$ cat src/rtl/vga_fill_engine_pkg.sv
// vga_fill_pkg: shared definitions for the rectangle fill engine.
// Holds register offsets, CTRL/STATUS bit positions, the FSM state type
// and the pixel word packer shared with the vga_avalon plot slave.
package vga_fill_pkg;

  localparam logic [2:0] REG_CTRL   = 3'd0;
  localparam logic [2:0] REG_P0     = 3'd1;
  localparam logic [2:0] REG_P1     = 3'd2;
  localparam logic [2:0] REG_COLOUR = 3'd3;
  localparam logic [2:0] REG_COUNT  = 3'd4;

  localparam int CTRL_START    = 0;
  localparam int CTRL_ABORT    = 1;
  localparam int CTRL_DONE_CLR = 2;
  localparam int CTRL_IRQ_EN   = 3;

  localparam int STAT_BUSY   = 0;
  localparam int STAT_DONE   = 1;
  localparam int STAT_ERROR  = 2;
  localparam int STAT_IRQ_EN = 3;

  typedef enum logic [1:0] {
    IDLE  = 2'd0,
    RUN   = 2'd1,
    ABORT = 2'd2
  } fill_state_t;

  // Pixel word understood by vga_avalon: {0, y[6:0], x[7:0], 8'h00, colour}.
  function automatic logic [31:0] pack_pixel(input logic [7:0] x,
                                             input logic [6:0] y,
                                             input logic [7:0] colour);
    return {1'b0, y, x, 8'h00, colour};
  endfunction

endpackage

$ cat src/rtl/vga_fill_engine_if.sv
// vga_fill_engine_if: Avalon-MM slave (register port) and master (pixel
// write port) signals of the fill engine.
//   slave modport  : the engine's view (registers in, pixel writes out)
//   master modport : the host/fabric view driving the engine
interface vga_fill_engine_if;
  logic [2:0]  address;
  logic        read;
  logic [31:0] readdata;
  logic        write;
  logic [31:0] writedata;
  logic [31:0] master_address;
  logic        master_write;
  logic [31:0] master_writedata;
  logic        master_waitrequest;
  logic        irq;

  modport slave (
    input  address, read, write, writedata, master_waitrequest,
    output readdata, master_address, master_write, master_writedata, irq
  );

  modport master (
    output address, read, write, writedata, master_waitrequest,
    input  readdata, master_address, master_write, master_writedata, irq
  );
endinterface

$ cat src/rtl/vga_rect_scan.sv
// vga_rect_scan: raster scan counters for an inclusive rectangle.
// Ports: clk, reset_n; load (x,y <= x0,y0); advance (step in row-major
// order); x0/y0/x1/y1 corners; x/y current pixel; last high on (x1,y1).
module vga_rect_scan #(
  parameter int X_W = 8,
  parameter int Y_W = 7
) (
  input  logic           clk,
  input  logic           reset_n,
  input  logic           load,
  input  logic           advance,
  input  logic [X_W-1:0] x0,
  input  logic [Y_W-1:0] y0,
  input  logic [X_W-1:0] x1,
  input  logic [Y_W-1:0] y1,
  output logic [X_W-1:0] x,
  output logic [Y_W-1:0] y,
  output logic           last
);

  logic [X_W-1:0] x_r;
  logic [Y_W-1:0] y_r;

  // Scan position: load to top-left, then walk rows left to right.
  always_ff @(posedge clk or negedge reset_n) begin
    if (!reset_n) begin
      x_r <= '0;
      y_r <= '0;
    end else if (load) begin
      x_r <= x0;
      y_r <= y0;
    end else if (advance) begin
      if (x_r == x1) begin
        x_r <= x0;
        y_r <= y_r + Y_W'(1);
      end else begin
        x_r <= x_r + X_W'(1);
      end
    end
  end

  assign x    = x_r;
  assign y    = y_r;
  assign last = (x_r == x1) && (y_r == y1);

endmodule

$ cat src/rtl/vga_fill_engine.sv
// vga_fill_engine: fills an axis-aligned rectangle on the VGA framebuffer.
// Ports: clk, reset_n (async, active-low), bus (vga_fill_engine_if.slave):
//   slave side  address/read/readdata/write/writedata (readLatency 1)
//   master side master_address/master_write/master_writedata/
//               master_waitrequest (one pixel word per accepted transfer)
//   irq         level, done & irq_en
module vga_fill_engine
  import vga_fill_pkg::*;
#(
  parameter logic [31:0] PLOT_ADDR = 32'h0000_0000,
  parameter int          X_W       = 8,
  parameter int          Y_W       = 7
) (
  input  logic               clk,
  input  logic               reset_n,
  vga_fill_engine_if.slave   bus
);

  fill_state_t    state_r, next_state_s;
  logic [X_W-1:0] x0_r, x1_r, scan_x_s;
  logic [Y_W-1:0] y0_r, y1_r, scan_y_s;
  logic [7:0]     colour_r;
  logic [15:0]    count_r;
  logic           done_r, error_r, irq_en_r;
  logic [31:0]    readdata_r, rd_mux_s;
  logic           busy_s, accept_s, last_s, rect_ok_s;
  logic           wr_ctrl_s, start_s, abort_s, clr_s;
  logic           load_s, advance_s, finish_s;
  logic           unused_s;

  assign busy_s    = (state_r != IDLE);
  assign accept_s  = busy_s && !bus.master_waitrequest;
  assign rect_ok_s = (x1_r >= x0_r) && (y1_r >= y0_r);
  assign wr_ctrl_s = bus.write && (bus.address == REG_CTRL);
  assign start_s   = wr_ctrl_s && bus.writedata[CTRL_START];
  assign abort_s   = wr_ctrl_s && bus.writedata[CTRL_ABORT];
  assign clr_s     = wr_ctrl_s && bus.writedata[CTRL_DONE_CLR];
  assign unused_s  = ^bus.writedata[31:8+Y_W];

  vga_rect_scan #(.X_W(X_W), .Y_W(Y_W)) u_scan (
    .clk     (clk),
    .reset_n (reset_n),
    .load    (load_s),
    .advance (advance_s),
    .x0      (x0_r),
    .y0      (y0_r),
    .x1      (x1_r),
    .y1      (y1_r),
    .x       (scan_x_s),
    .y       (scan_y_s),
    .last    (last_s)
  );

  // FSM state register.
  always_ff @(posedge clk or negedge reset_n) begin
    if (!reset_n) begin
      state_r <= IDLE;
    end else begin
      state_r <= next_state_s;
    end
  end

  // FSM next state and scan control; the word on the bus only changes on acceptance.
  always_comb begin
    next_state_s = state_r;
    load_s       = 1'b0;
    advance_s    = 1'b0;
    finish_s     = 1'b0;
    case (state_r)
      IDLE: begin
        if (start_s && rect_ok_s) begin
          next_state_s = RUN;
          load_s       = 1'b1;
        end else begin
          next_state_s = IDLE;
        end
      end
      RUN: begin
        if (accept_s) begin
          // An abort landing on an acceptance keeps that pixel and stops at once.
          if (last_s || abort_s) begin
            next_state_s = IDLE;
            finish_s     = 1'b1;
          end else begin
            advance_s    = 1'b1;
            next_state_s = RUN;
          end
        end else if (abort_s) begin
          next_state_s = ABORT;
        end else begin
          next_state_s = RUN;
        end
      end
      ABORT: begin
        if (accept_s) begin
          next_state_s = IDLE;
          finish_s     = 1'b1;
        end else begin
          next_state_s = ABORT;
        end
      end
      default: begin
        next_state_s = IDLE;
      end
    endcase
  end

  // Geometry and colour registers; frozen while a fill is running.
  always_ff @(posedge clk or negedge reset_n) begin
    if (!reset_n) begin
      x0_r     <= '0;
      y0_r     <= '0;
      x1_r     <= '0;
      y1_r     <= '0;
      colour_r <= 8'h00;
    end else if (bus.write && !busy_s) begin
      case (bus.address)
        REG_P0: begin
          x0_r <= bus.writedata[X_W-1:0];
          y0_r <= bus.writedata[8 +: Y_W];
        end
        REG_P1: begin
          x1_r <= bus.writedata[X_W-1:0];
          y1_r <= bus.writedata[8 +: Y_W];
        end
        REG_COLOUR: colour_r <= bus.writedata[7:0];
        default: begin
        end
      endcase
    end
  end

  // Control/status flags and accepted-pixel counter.
  always_ff @(posedge clk or negedge reset_n) begin
    if (!reset_n) begin
      done_r   <= 1'b0;
      error_r  <= 1'b0;
      irq_en_r <= 1'b0;
      count_r  <= 16'h0000;
    end else begin
      if (wr_ctrl_s) begin
        irq_en_r <= bus.writedata[CTRL_IRQ_EN];
      end
      // Start beats done-clear; both clear done when honoured in IDLE.
      if (finish_s) begin
        done_r <= 1'b1;
      end else if ((state_r == IDLE) && (start_s || clr_s)) begin
        done_r <= 1'b0;
      end
      if ((state_r == IDLE) && start_s) begin
        error_r <= !rect_ok_s;
      end
      if (load_s) begin
        count_r <= 16'h0000;
      end else if (accept_s) begin
        count_r <= count_r + 16'h0001;
      end
    end
  end

  // Read data multiplexer.
  always_comb begin
    rd_mux_s = 32'h0000_0000;
    case (bus.address)
      REG_CTRL:   rd_mux_s = {28'h000_0000, irq_en_r, error_r, done_r, busy_s};
      REG_P0:     rd_mux_s = (32'(y0_r) << 8) | 32'(x0_r);
      REG_P1:     rd_mux_s = (32'(y1_r) << 8) | 32'(x1_r);
      REG_COLOUR: rd_mux_s = {24'h00_0000, colour_r};
      REG_COUNT:  rd_mux_s = {16'h0000, count_r};
      default:    rd_mux_s = 32'h0000_0000;
    endcase
  end

  // Registered read data (one cycle read latency).
  always_ff @(posedge clk or negedge reset_n) begin
    if (!reset_n) begin
      readdata_r <= 32'h0000_0000;
    end else if (bus.read) begin
      readdata_r <= rd_mux_s;
    end
  end

  assign bus.readdata         = readdata_r;
  assign bus.master_address   = PLOT_ADDR;
  assign bus.master_write     = busy_s;
  assign bus.master_writedata = busy_s ? pack_pixel(8'(scan_x_s), 7'(scan_y_s), colour_r)
                                       : 32'h0000_0000;
  assign bus.irq              = done_r & irq_en_r;

endmodule

$ cat src/flat_wrapper.sv
// flat-port wrapper written by rule: the top's interface ports become plain ports
module vga_fill_engine_flat import vga_fill_pkg::*;
#(
  parameter logic [31:0] PLOT_ADDR = 32'h0000_0000,
  parameter int          X_W       = 8,
  parameter int          Y_W       = 7
)
  (clk, reset_n, bus_address, bus_read, bus_write, bus_writedata, bus_master_waitrequest, bus_readdata, bus_master_address, bus_master_write, bus_master_writedata, bus_irq);
  vga_fill_engine_if bus_i ();
  input  logic clk;
  input  logic reset_n;
  input wire logic [$bits(bus_i.address)-1:0] bus_address;
  input wire logic [$bits(bus_i.read)-1:0] bus_read;
  input wire logic [$bits(bus_i.write)-1:0] bus_write;
  input wire logic [$bits(bus_i.writedata)-1:0] bus_writedata;
  input wire logic [$bits(bus_i.master_waitrequest)-1:0] bus_master_waitrequest;
  output wire logic [$bits(bus_i.readdata)-1:0] bus_readdata;
  output wire logic [$bits(bus_i.master_address)-1:0] bus_master_address;
  output wire logic [$bits(bus_i.master_write)-1:0] bus_master_write;
  output wire logic [$bits(bus_i.master_writedata)-1:0] bus_master_writedata;
  output wire logic [$bits(bus_i.irq)-1:0] bus_irq;
  assign bus_i.address = bus_address;
  assign bus_i.read = bus_read;
  assign bus_i.write = bus_write;
  assign bus_i.writedata = bus_writedata;
  assign bus_i.master_waitrequest = bus_master_waitrequest;
  assign bus_readdata = bus_i.readdata;
  assign bus_master_address = bus_i.master_address;
  assign bus_master_write = bus_i.master_write;
  assign bus_master_writedata = bus_i.master_writedata;
  assign bus_irq = bus_i.irq;
  vga_fill_engine #(.PLOT_ADDR(PLOT_ADDR), .X_W(X_W), .Y_W(Y_W)) u_core (.clk(clk), .reset_n(reset_n), .bus(bus_i));
endmodule
$ cat config.mk
export PLATFORM = sky130hd
export DESIGN_NAME = vga_fill_engine_flat
export DESIGN_NICKNAME = d
export VERILOG_FILES = /design/src/rtl/vga_fill_engine_pkg.sv /design/src/rtl/vga_fill_engine_if.sv /design/src/rtl/vga_rect_scan.sv /design/src/rtl/vga_fill_engine.sv /design/src/flat_wrapper.sv
export SDC_FILE = /design/constraint.sdc
export NUM_CORES = 1
export LEC_CHECK = 0
export ABC_AREA = 1
export ABC_CLOCK_PERIOD_IN_PS = 4350
export BUFFER_PORTS_ARGS = -buffer_cell sky130_fd_sc_hd__buf_2
export CELL_PAD_IN_SITES_DETAIL_PLACEMENT = 2
export CELL_PAD_IN_SITES_GLOBAL_PLACEMENT = 2
export CORE_ASPECT_RATIO = 2
export CORE_MARGIN = 5
export CORE_UTILIZATION = 33
export CTS_BUF_LIST = sky130_fd_sc_hd__clkbuf_8 sky130_fd_sc_hd__clkbuf_16
export DETAILED_ROUTE_END_ITERATION = 10
export GPL_TIMING_DRIVEN = 0
export HOLD_SLACK_MARGIN = 0.12
export PLACE_DENSITY_LB_ADDON = 0.15
export SYNTH_ARGS = -nofsm -noshare
export SYNTH_HDL_FRONTEND = slang
export SYNTH_SLANG_ARGS = --single-unit
$ cat constraint.sdc
create_clock -name clk -period 4.35 [get_ports clk]
set_input_delay 0.87 -clock clk [delete_from_list [all_inputs] [get_ports clk]]
set_output_delay 0.87 -clock clk [all_outputs]
set_load 0.03 [all_outputs]
==> results.md <==
Status:
- The run finished with clean final reports.

Timing:
- In this run the tightest slew margin relative to its limit is 58.0%.
- The share of the cycle needed by the critical path after routing is 69.4%.
- The setup skew after layout is 0.0106 ns.
- The smallest clock period supported by the final layout is computed as 3.02 ns.
- Based on the critical path, the design can be clocked at up to 331 MHz.
- The hold violation total from the final report was 0.
- The transition time of the tightest slew-check pin is 0.630 ns.
- The summed negative setup slack over all endpoints is 0 ns.
- Setup repair after global routing left no endpoint under its margin.
- Setup violations remaining at the end of the flow were counted as 0.
- The max-slew violation count is 0.

Finish:
- The post-route standard cell area excluding fillers is about 7000 um^2.
- The final net count is about 990.
- The post-route netlist has 19.4% of its cells at a drive strength greater than 1.
- The synthesis-to-layout area growth is 19.8%.
- The repair_antennas step left the layout with diodes totalling 0.
- The library cells used most frequently in the layout, excluding fill and tap cells, are nand2_1, inv_1, dfrtp_1, buf_2, buf_4.
- The commonest non-fill, non-tap cell in the layout is nand2_1.

Worst setup path:
- Of all nets on the critical path, the largest fanout is 10.
- The delay of the slowest critical-path stage is 0.52 ns.
- The worst path arrival time is 2.15 ns.
- The kind of critical path is flop to output pin.
- The required time reported for the critical path endpoint is roughly 3.5 ns.
- Among all stages on the critical path, the largest delay is contributed by buf_1.
- The worst setup path is captured at an output pin.
- Traced cell by cell, the critical path runs through inv_1 -> ha_1 -> buf_4 -> buf_1 -> nor2_1 -> buf_2.
- The launching element type of the critical path is a flop.

Synthesis:
- The number of warnings issued by yosys is 0.
- The flip-flop and latch count after synthesis is 90.
- Summing every instance area after synthesis gives 5890 um^2.
- The average instance in the mapped netlist occupies 7.39 um^2.
- Synthesis produced just under 800 cells.
- Yosys mapped the design onto 40 distinct sky130hd cell types.
- The share of synthesized area occupied by flip-flops and latches is about two fifths.

Clocking:
- The post-CTS repair timing setup buffer count is 0.
- The clock reaches the later pin of the worst-skew pair after 0.36 ns.
- The clock tree from TritonCTS is yes.
- The CTS root buffer is clkbuf_16.
- TritonCTS created 9 clock buffers.
- The clock transition at the registers of the reported paths is 0.07 ns.
- Clock tree synthesis found a total of 90 sinks.
- The longest clock path from root to sink contains 2 buffers.
- The H-tree depth is 3.
- The quantity of gates resized following cts is 0.
- The quantity of hold-fixing buffers added after cts is 0.

Floorplanning:
- Once the floorplan was initialized, standard cells occupied 33.3% of the core.
- The placeable core region is 17,700 um^2.
- The width of the die is 104 um.
- The number of placement rows is 69.
- The floorplan step defined a die boundary enclosing 20,800 um^2.
- During I/O placement, the number of pins put on the boundary was 138.
- The die is around 200 um tall.

GRT:
- The number of global-route vias before repair is 6,502.
- The number of antenna violations at the first check in global routing is 0.
- The total overflow reported by the global router is 0.
- Entering global routing, the biggest net connects 51 pins.
- The overall track demand over capacity in global routing is 21.1%.
- The global-route wire length before repair is 34,600 um.

Detailed routing:
- The first TritonRoute pass finished after 4 iterations.
- The total via count in the routed design is 5,538.
- In the routed design, unresolved DRC markers number 0.
- The vias per cell is between 4 and 5.
- The total detailed-routing wirelength is 21,400 um.
- The average detailed-routed wire length per instance is 18.7 um.
- The detailed router's first-iteration violation count is 105.
- The count of nets left with antenna violations after detail routing is 0.

Power:
- The worst-case IR drop observed on VDD is 217 uV.
- Power spread over the standard cell area amounts to 534 nW/um^2.
- For this design the static power due to leakage is 3.88 nW.

Flow run:
- The tool flagged a number of max-cap violations equal to 0.

Placement:
- Summed over all nets, the half-perimeter wirelength after detailed placement is 17,600 um.
- The placed standard-cell area is between 6000 and 7000 um^2.
- The routability congestion estimate from global placement is 0.857.
- The number of input and output port buffers inserted is 63.

Worst hold path:
- The tightest min-delay check is of the flop to flop type.
## final cells by class
type                            count  area [um^2]
Inverter                          109          409
Clock inverter                      5          103
Multi-Input combinational cell    573         2880
Sequential cell                    90         2250
Clock buffer                       10          239
Buffer                             80          558
Timing Repair Buffer               64          345
Fill cell                        2125        10600
Tap cell                          213          267
## synth_stat cells
| master | instances | share of area, % |
|---|---|---|
| o221ai_1 | 5 | 0.74 |
| o22ai_1 | 2 | 0.21 |
| nor3_2 | 1 | 0.17 |
| nor3_1 | 5 | 0.43 |
| buf_2 | 1 | 0.085 |
| inv_2 | 6 | 0.38 |
| clkbuf_2 | 1 | 0.085 |
| xor2_1 | 16 | 2.4 |
| conb_1 | 1 | 0.064 |
| o21ai_0 | 56 | 4.8 |
| nor2_2 | 2 | 0.21 |
| o211ai_1 | 6 | 0.77 |
| nand3_1 | 37 | 3.1 |
| nand3b_1 | 1 | 0.13 |
| nand4_1 | 4 | 0.43 |
| buf_1 | 2 | 0.13 |
| ha_1 | 22 | 4.7 |
| buf_4 | 61 | 7.8 |
| dfrtp_1 | 90 | 38 |
| o2111ai_1 | 4 | 0.60 |
| o21a_1 | 1 | 0.13 |
| a31oi_1 | 1 | 0.11 |
| nand2_1 | 247 | 16 |
| buf_8 | 1 | 0.26 |
| nor2_1 | 61 | 3.9 |
| nor2_4 | 2 | 0.38 |
| nor2_8 | 1 | 0.34 |
| a21oi_4 | 1 | 0.28 |
| o21ai_1 | 3 | 0.26 |
| buf_6 | 2 | 0.38 |
| mux2_2 | 11 | 2.1 |
| xnor2_1 | 3 | 0.45 |
| nand2_2 | 6 | 0.64 |
| nand3_2 | 3 | 0.51 |
| nor3b_1 | 3 | 0.38 |
| nand2_4 | 3 | 0.57 |
| clkbuf_1 | 12 | 0.77 |
| a21oi_1 | 8 | 0.68 |
| o21bai_1 | 1 | 0.13 |
| inv_1 | 103 | 6.6 |
## power breakdown
part / internal, mW / total [mW] / switching [mW]
Sequential: 1.07 / 1.35 / 0.273
Clock: 0.574 / 0.927 / 0.353
Combinational: 0.495 / 1.49 / 0.992
Total: 2.14 / 3.76 / 1.62
## worst paths after layout
path	to	slack (ns)	start	cells past startpoint
setup / recovery	bus_master_writedata[7]	1.33	u_core.state_r[0]$_DFF_PN0_	6
hold / removal	u_core.colour_r[3]$_DFFE_PN0P_	0.50	u_core.colour_r[3]$_DFFE_PN0P_	2
setup reg to reg	u_core.count_r[0]$_DFFE_PN0P_	2.00	u_core.state_r[0]$_DFF_PN0_	11
hold reg to reg	u_core.colour_r[3]$_DFFE_PN0P_	0.50	u_core.colour_r[3]$_DFFE_PN0P_	2
max in group asynchronous	u_core.bus.readdata[9]$_DFFE_PN0P_	3.16	reset_n	2
min in group asynchronous	u_core.u_scan.x[2]$_DFFE_PN0P_	0.51	reset_n	1
## sequential cells by signal, summed over array words and instances, names as in the netlist
name / count
u_core.count_r: 16
u_core.error_r: 1
u_core.colour_r: 8
u_core.irq_en_r: 1
u_core.x0_r: 8
u_core.u_scan.y: 7
u_core.done_r: 1
u_core.y0_r: 7
u_core.y1_r: 7
u_core.u_scan.x: 8
u_core.bus.readdata: 16
u_core.x1_r: 8
u_core.state_r: 2
## critical path, delay by kind of cell (launching register included)
family                   cells  cell delay (ns)
buffers and inverters        4             1.08
flip-flops                   1             0.41
adder cells (fa/ha/maj)      1             0.15
AND/OR/NAND/NOR              1             0.15
## cell families (layout without fill, tap and decap cells)
kind of cell,count (synthesis),after routing,share of synthesized area (%)
AOI/OAI and AO/OA,88,88,8.65
xor gates and xnor gates,19,19,2.83
adders and majority gates,22,22,4.68
buffers and inverters,189,268,16.4
DFF,90,90,38.3
muxes,11,11,2.10
other,1,57,0.0637
and+or+nand+nor,376,376,27.0
## routing by layer
metal	global-route usage (%)	wire length [um]	share of wire (%)
met5	0	0	0
met4	9.51	778	3.6
met3	2.89	619	2.9
met2	42.6	12600	59
met1	20.7	7460	35
## metrics by stage
stage          instances  utilization (%)  worst slack (ns)  hold slack [ns]  power, mW
3_5_place_dp        1129             37.9              1.64            0.488       2.86
2_1_floorplan        852                -              2.09            0.453       2.32
5_1_grt             1144             39.8              1.17            0.531       4.03
3_3_place_gp        1128             37.7              1.43            0.467       2.71
6_report            1144             39.8              1.33            0.496       3.76
4_1_cts             1144             39.8              1.25            0.503       3.81
No activity file was read; power rests on OpenSTA's default activity.
